==> src/rtl/instr_cycle_sequencer_pkg.sv <==
// Shared state encoding and opcode constants for the multi-cycle instruction sequencer.
package instr_cycle_sequencer_pkg;

   typedef enum logic [2:0] {
      S_IDLE   = 3'd0,
      S_FETCH  = 3'd1,
      S_DECODE = 3'd2,
      S_EXEC   = 3'd3,
      S_MEM    = 3'd4,
      S_WB     = 3'd5,
      S_HALT   = 3'd6,
      S_ERR    = 3'd7
   } seq_state_t;

   localparam logic [3:0] OP_NOP    = 4'h0;
   localparam logic [3:0] OP_LOAD   = 4'h8;
   localparam logic [3:0] OP_STORE  = 4'h9;
   localparam logic [3:0] OP_BRANCH = 4'hA;
   localparam logic [3:0] OP_HALT   = 4'hF;

   // FETCH and MEM are the only states that drive a memory request.
   function automatic logic is_req_state(input seq_state_t s);
      return (s == S_FETCH) || (s == S_MEM);
   endfunction

endpackage

==> src/rtl/instr_cycle_sequencer_mem_wait_timer.sv <==
// Counts unacknowledged request cycles; expired is combinational and fires on the
// waiting cycle that brings the count to limit.
module mem_wait_timer #(
   parameter int W = 4
) (
   input  logic         CLK,
   input  logic         RST,
   input  logic         enable,
   input  logic         clear,
   input  logic [W-1:0] limit,
   output logic         expired
);

   logic [W-1:0] cnt;
   logic [W-1:0] cnt_inc;

   assign cnt_inc = cnt + W'(1);
   assign expired = enable && (cnt_inc >= limit);

   always_ff @(posedge CLK or negedge RST) begin
      if (!RST) begin
         cnt <= '0;
      end else if (clear) begin
         cnt <= '0;
      end else if (enable) begin
         cnt <= cnt_inc;
      end
   end

endmodule

==> src/rtl/instr_cycle_sequencer.sv <==
// Multi-cycle FETCH/DECODE/EXEC/[MEM]/WB sequencer with per-phase datapath strobes.
// ALU ops take 4 cycles, LOAD/STORE 5, plus one per memory wait cycle.
module instr_cycle_sequencer
   import instr_cycle_sequencer_pkg::*;
#(
   parameter int OPC_W   = 4,
   parameter int CNT_W   = 16,
   parameter int MEM_TMO = 15
) (
   input  logic             CLK,
   input  logic             RST,
   input  logic             START,
   input  logic             HALT_REQ,
   input  logic [OPC_W-1:0] OPCODE,
   input  logic             MEM_ACK,
   output logic             MEM_REQ,
   output logic             MEM_WE,
   output logic             IR_LD,
   output logic             PC_INC,
   output logic             ALU_GO,
   output logic             REG_WE,
   output logic             RETIRE,
   output logic [2:0]       STATE,
   output logic             BUSY,
   output logic             ERR,
   output logic [CNT_W-1:0] INSTR_CNT
);

   localparam int TMR_W = $clog2(MEM_TMO + 1);

   seq_state_t       state;
   seq_state_t       state_nxt;
   logic             mem_req;
   logic             mem_we;
   logic             ir_ld;
   logic             alu_go;
   logic             reg_we;
   logic             retire;
   logic             tmr_en;
   logic             tmr_clr;
   logic             tmr_exp;
   logic [CNT_W-1:0] instr_cnt;

   logic is_load, is_store, is_branch, is_nop, is_halt;

   assign is_load   = (OPCODE == OPC_W'(OP_LOAD));
   assign is_store  = (OPCODE == OPC_W'(OP_STORE));
   assign is_branch = (OPCODE == OPC_W'(OP_BRANCH));
   assign is_nop    = (OPCODE == OPC_W'(OP_NOP));
   assign is_halt   = (OPCODE == OPC_W'(OP_HALT));

   // Timer only runs while a request is outstanding; it restarts for every access.
   assign tmr_en  = mem_req && !MEM_ACK;
   assign tmr_clr = MEM_ACK || !is_req_state(state_nxt);

   mem_wait_timer #(
      .W(TMR_W)
   ) u_mem_wait_timer (
      .CLK     (CLK),
      .RST     (RST),
      .enable  (tmr_en),
      .clear   (tmr_clr),
      .limit   (TMR_W'(MEM_TMO)),
      .expired (tmr_exp)
   );

   always_ff @(posedge CLK or negedge RST) begin
      if (!RST) begin
         state <= S_IDLE;
      end else begin
         state <= state_nxt;
      end
   end

   always_comb begin
      state_nxt = state;
      mem_req   = 1'b0;
      mem_we    = 1'b0;
      ir_ld     = 1'b0;
      alu_go    = 1'b0;
      reg_we    = 1'b0;
      retire    = 1'b0;
      case (state)
         S_IDLE, S_HALT: begin
            if (START) state_nxt = S_FETCH;
         end
         S_FETCH: begin
            mem_req = 1'b1;
            // An ACK on the expiry cycle still completes the access.
            if (MEM_ACK) begin
               ir_ld     = 1'b1;
               state_nxt = S_DECODE;
            end else if (tmr_exp) begin
               state_nxt = S_ERR;
            end
         end
         S_DECODE: begin
            state_nxt = S_EXEC;
         end
         S_EXEC: begin
            alu_go    = 1'b1;
            state_nxt = (is_load || is_store) ? S_MEM : S_WB;
         end
         S_MEM: begin
            mem_req = 1'b1;
            mem_we  = is_store;
            if (MEM_ACK) begin
               state_nxt = S_WB;
            end else if (tmr_exp) begin
               state_nxt = S_ERR;
            end
         end
         S_WB: begin
            retire    = 1'b1;
            reg_we    = !(is_store || is_branch || is_nop);
            state_nxt = (is_halt || HALT_REQ) ? S_HALT : S_FETCH;
         end
         S_ERR: begin
            state_nxt = S_ERR;
         end
         default: begin
            state_nxt = S_ERR;
         end
      endcase
   end

   always_ff @(posedge CLK or negedge RST) begin
      if (!RST) begin
         instr_cnt <= '0;
      end else if (retire) begin
         instr_cnt <= instr_cnt + CNT_W'(1);
      end
   end

   assign MEM_REQ   = mem_req;
   assign MEM_WE    = mem_we;
   assign IR_LD     = ir_ld;
   assign PC_INC    = ir_ld;
   assign ALU_GO    = alu_go;
   assign REG_WE    = reg_we;
   assign RETIRE    = retire;
   assign STATE     = state;
   assign BUSY      = !((state == S_IDLE) || (state == S_HALT) || (state == S_ERR));
   assign ERR       = (state == S_ERR);
   assign INSTR_CNT = instr_cnt;

endmodule

==> config.mk <==
export PLATFORM = sky130hd
export DESIGN_NAME = instr_cycle_sequencer
export DESIGN_NICKNAME = d
export VERILOG_FILES = /design/src/rtl/instr_cycle_sequencer_pkg.sv /design/src/rtl/instr_cycle_sequencer_mem_wait_timer.sv /design/src/rtl/instr_cycle_sequencer.sv
export SDC_FILE = /design/constraint.sdc
export NUM_CORES = 1
export LEC_CHECK = 0
export ABC_AREA = 1
export CORE_MARGIN = 1
export CORE_UTILIZATION = 62
export CTS_BUF_LIST = sky130_fd_sc_hd__clkbuf_16
export CTS_CLUSTER_SIZE = 10
export DETAILED_ROUTE_END_ITERATION = 12
export DONT_BUFFER_PORTS = 1
export PLACE_DENSITY_LB_ADDON = 0.25
export SYNTH_ARGS = -nofsm -noshare
export SYNTH_HDL_FRONTEND = slang
export SYNTH_SLANG_ARGS = --single-unit
==> constraint.sdc <==
create_clock -name CLK -period 2.3 [get_ports CLK]
set_input_delay 0.23 -clock CLK [delete_from_list [all_inputs] [get_ports CLK]]
set_output_delay 0.23 -clock CLK [all_outputs]
set_load 0.02 [all_outputs]
==> metrics <==
Synth Area in Simple Gates 33.7%; final core utilization 74.8%; Synthesis Warnings 0; worst-case vdd ir drop 0.904 mV; Hold Crit Class input port to register; max_cap viols 0; H-tree depth 1; Antenna diodes 0; Wirelength per Cell 12.7 um; Rel. slew slack 36.3%; fin cells 206; Sum Neg Setup Slack 0 ps; DRC errors left 0; min cycle time layout 1930 ps; CTS tree built; PwrDens 1110 mW/mm2; die width 49.0 um; syn avg cell area 8.00 um2; placed insts 201; Adder-Cell Fraction of Synth Area 2.74%; area taken by multi-input logic gates 676 um2; first-pass GRT wire length 4400 um; xor and xnor area share after synthesis 10.2%; routability congestion estimate 0.824; antenna-violating nets left 0; Synth Flop Type dfrtp_1; Root Driver clkbuf_16; share of cells above drive strength 1 12.8%; Crit path arrival time 2120 ps; Final HPWL DP 1970 um; FP Rows 16; Post-synth top cells nand2_1 (42), inv_1 (24), dfrtp_1 (23); Post-Place Worst Slack 408 ps; # hold bufs at CTS 1; Worst setup SP type register; delay of the slowest critical-path stage 520 ps; crit-path max FO 5; Pleak 0.788 nW; Clock Pin Slew Worst Setup and Hold Paths 60 ps; Area Growth Syn to Fin 10.6%; top cells by area, synth dfrtp_1 (42%), nand2_1 (12%), inv_1 (6.6%), nor2_1 (5.5%), xnor2_1 (5.1%); Post-synth EDFFs 0; register area share after synthesis 42.1%; fill count 155; post-CTS resize count 0; complex-gate fraction of the synthesized area 2.74%; core area 0.00202 mm2; unrepaired setup endpoints after global routing no; Port Buffers 0; status completed; Worst Path Required 2480 ps; total number of vias 1067; total chip power 1.68 mW; Sink Count 23; largest net degree at the start of global routing 24; Final Hold Fails 0; first drt pass iteration count 5; Starting Density 67.6%; largest family of logic cells by synthesized area simple AND/OR/NAND/NOR gates; top cell type by total area after synthesis dfrtp_1; flops & latches, synth 23; layout net count 192; worst skew pair latency 260 ps; mux cell area share after synthesis 0%; CTS Buf Count 3; # IOs 37; Slowest cell on crit path dfrtp_1; setup slack after layout 365 ps; register area 576 um2; Yosys cell types 26; Clock Skew 2.93 ps; GR Overflow Total 0; final setup vio count 0; chip height 49.0 um; depth of the worst hold-timing path 3; vias per cell 5.18; Bufs on Longest Clock Path 2; vias in the first global route 1074; post-synth top area share 42.1%; period utilization 84.1%; FF-to-FF path depth 12; postcts setup bufs 0; endpoint type of the worst setup path register; Slew @ Worst Pin 953 ps; CP most frequent cell nand2_1; DR iter-0 viols 21; f_max 0.517 GHz; Slew Limit Fails 0; count leader, synth nand2_1; Mapped Cells 171; syn nets 183; GRT Util Overall 24.0%; antenna violations before repair 0; final WL 2610 um; die area 0.00240 mm2; Async SR Flop Fraction 100%; worst path cell trace inv_2 -> nor2_1 -> nand3_1 -> nand2_2 -> nand3_1 -> nand2_1 -> nand2_1 -> nand2_1 -> nand2_1 -> nand2_1 -> nand3_1 -> nor2_1; netlist area before placement 0.00137 mm2; Crit Path Class register to register
[critical path: cells and delay by family (launching register included)]
family        cells  cell delay [ps]
simple gates     11             1200
buf+inv           1              140
flops             1              520
[path summary, 6_finish.rpt]
path                            slack, ps                 endpoint     startpoint
worst max-delay path                  370  u_mem_wait_timer.cnt[3]       STATE[0]
worst min-delay path                  250  u_mem_wait_timer.cnt[2]        MEM_ACK
worst max register to register        370  u_mem_wait_timer.cnt[3]       STATE[0]
worst min register to register        610            INSTR_CNT[15]  INSTR_CNT[15]
max in group asynchronous            1150            INSTR_CNT[12]            RST
min in group asynchronous             570  u_mem_wait_timer.cnt[2]            RST
[cells in the final DEF, fill, tap and decap left out, types with 3 or more instances in the layout]
cell type and instances:
nand2_1 42, inv_1 25, dfrtp_1 23, nor2_1 20, nand3_1 11, xnor2_1 8, xor2_1 8, o21ai_0 5
inv_2 4, nand4_1 4, buf_4 4, ha_1 3, clkbuf_16 3
[sequential cells by signal, indices dropped and copies added, names as in the netlist]
register and cells:
INSTR_CNT 16, STATE 3, u_mem_wait_timer.cnt 4
[power breakdown]
group / total, mW / internal [mW] / leakage [nW] / switching (mW)
clock network: 0.366 / 0.232 / 0.0423 / 0.135
registers: 0.662 / 0.478 / 0.309 / 0.184
logic: 0.652 / 0.198 / 0.437 / 0.454
total: 1.68 / 0.908 / 0.788 / 0.772
[logic make-up after synthesis]
kind of cell               Yosys count
and+or+nand+nor                     92
DFF                                 23
AOI/OAI and AO/OA                    7
adders and majority gates            3
xor gates and xnor gates            16
buffers and inverters               30
[through the flow]
step	hold WS, ps	area [um2]
4_1_cts	253	1510
5_1_grt	277	1510
3_3_place_gp	-65.2	1420
6_report	251	1510
3_5_place_dp	-65.2	1420
2_1_floorplan	-65.6	1370
[final cells by class]
cell class,instances,area share [%]
Timing Repair Buffer,5,2.65
Sequential cell,23,38.0
Inverter,29,7.20
Clock buffer,3,4.96
Multi-Input combinational cell,118,44.7
Clock inverter,1,0.248
Tap cell,27,2.23
[per-layer routing]
| layer | global-route usage, % | wire, um | vias up | part of all wire (%) |
|---|---|---|---|---|
| met4 | 8.82 | 47 | 0 | 1.8 |
| met3 | 4.36 | 134 | 5 | 5.1 |
| li1 | - | - | 542 | - |
| met2 | 42.1 | 1340 | 38 | 51 |
| met5 | 0 | 0 | - | 0 |
| met1 | 29.3 | 1090 | 482 | 42 |
No activity file was read; power rests on OpenSTA's default activity.
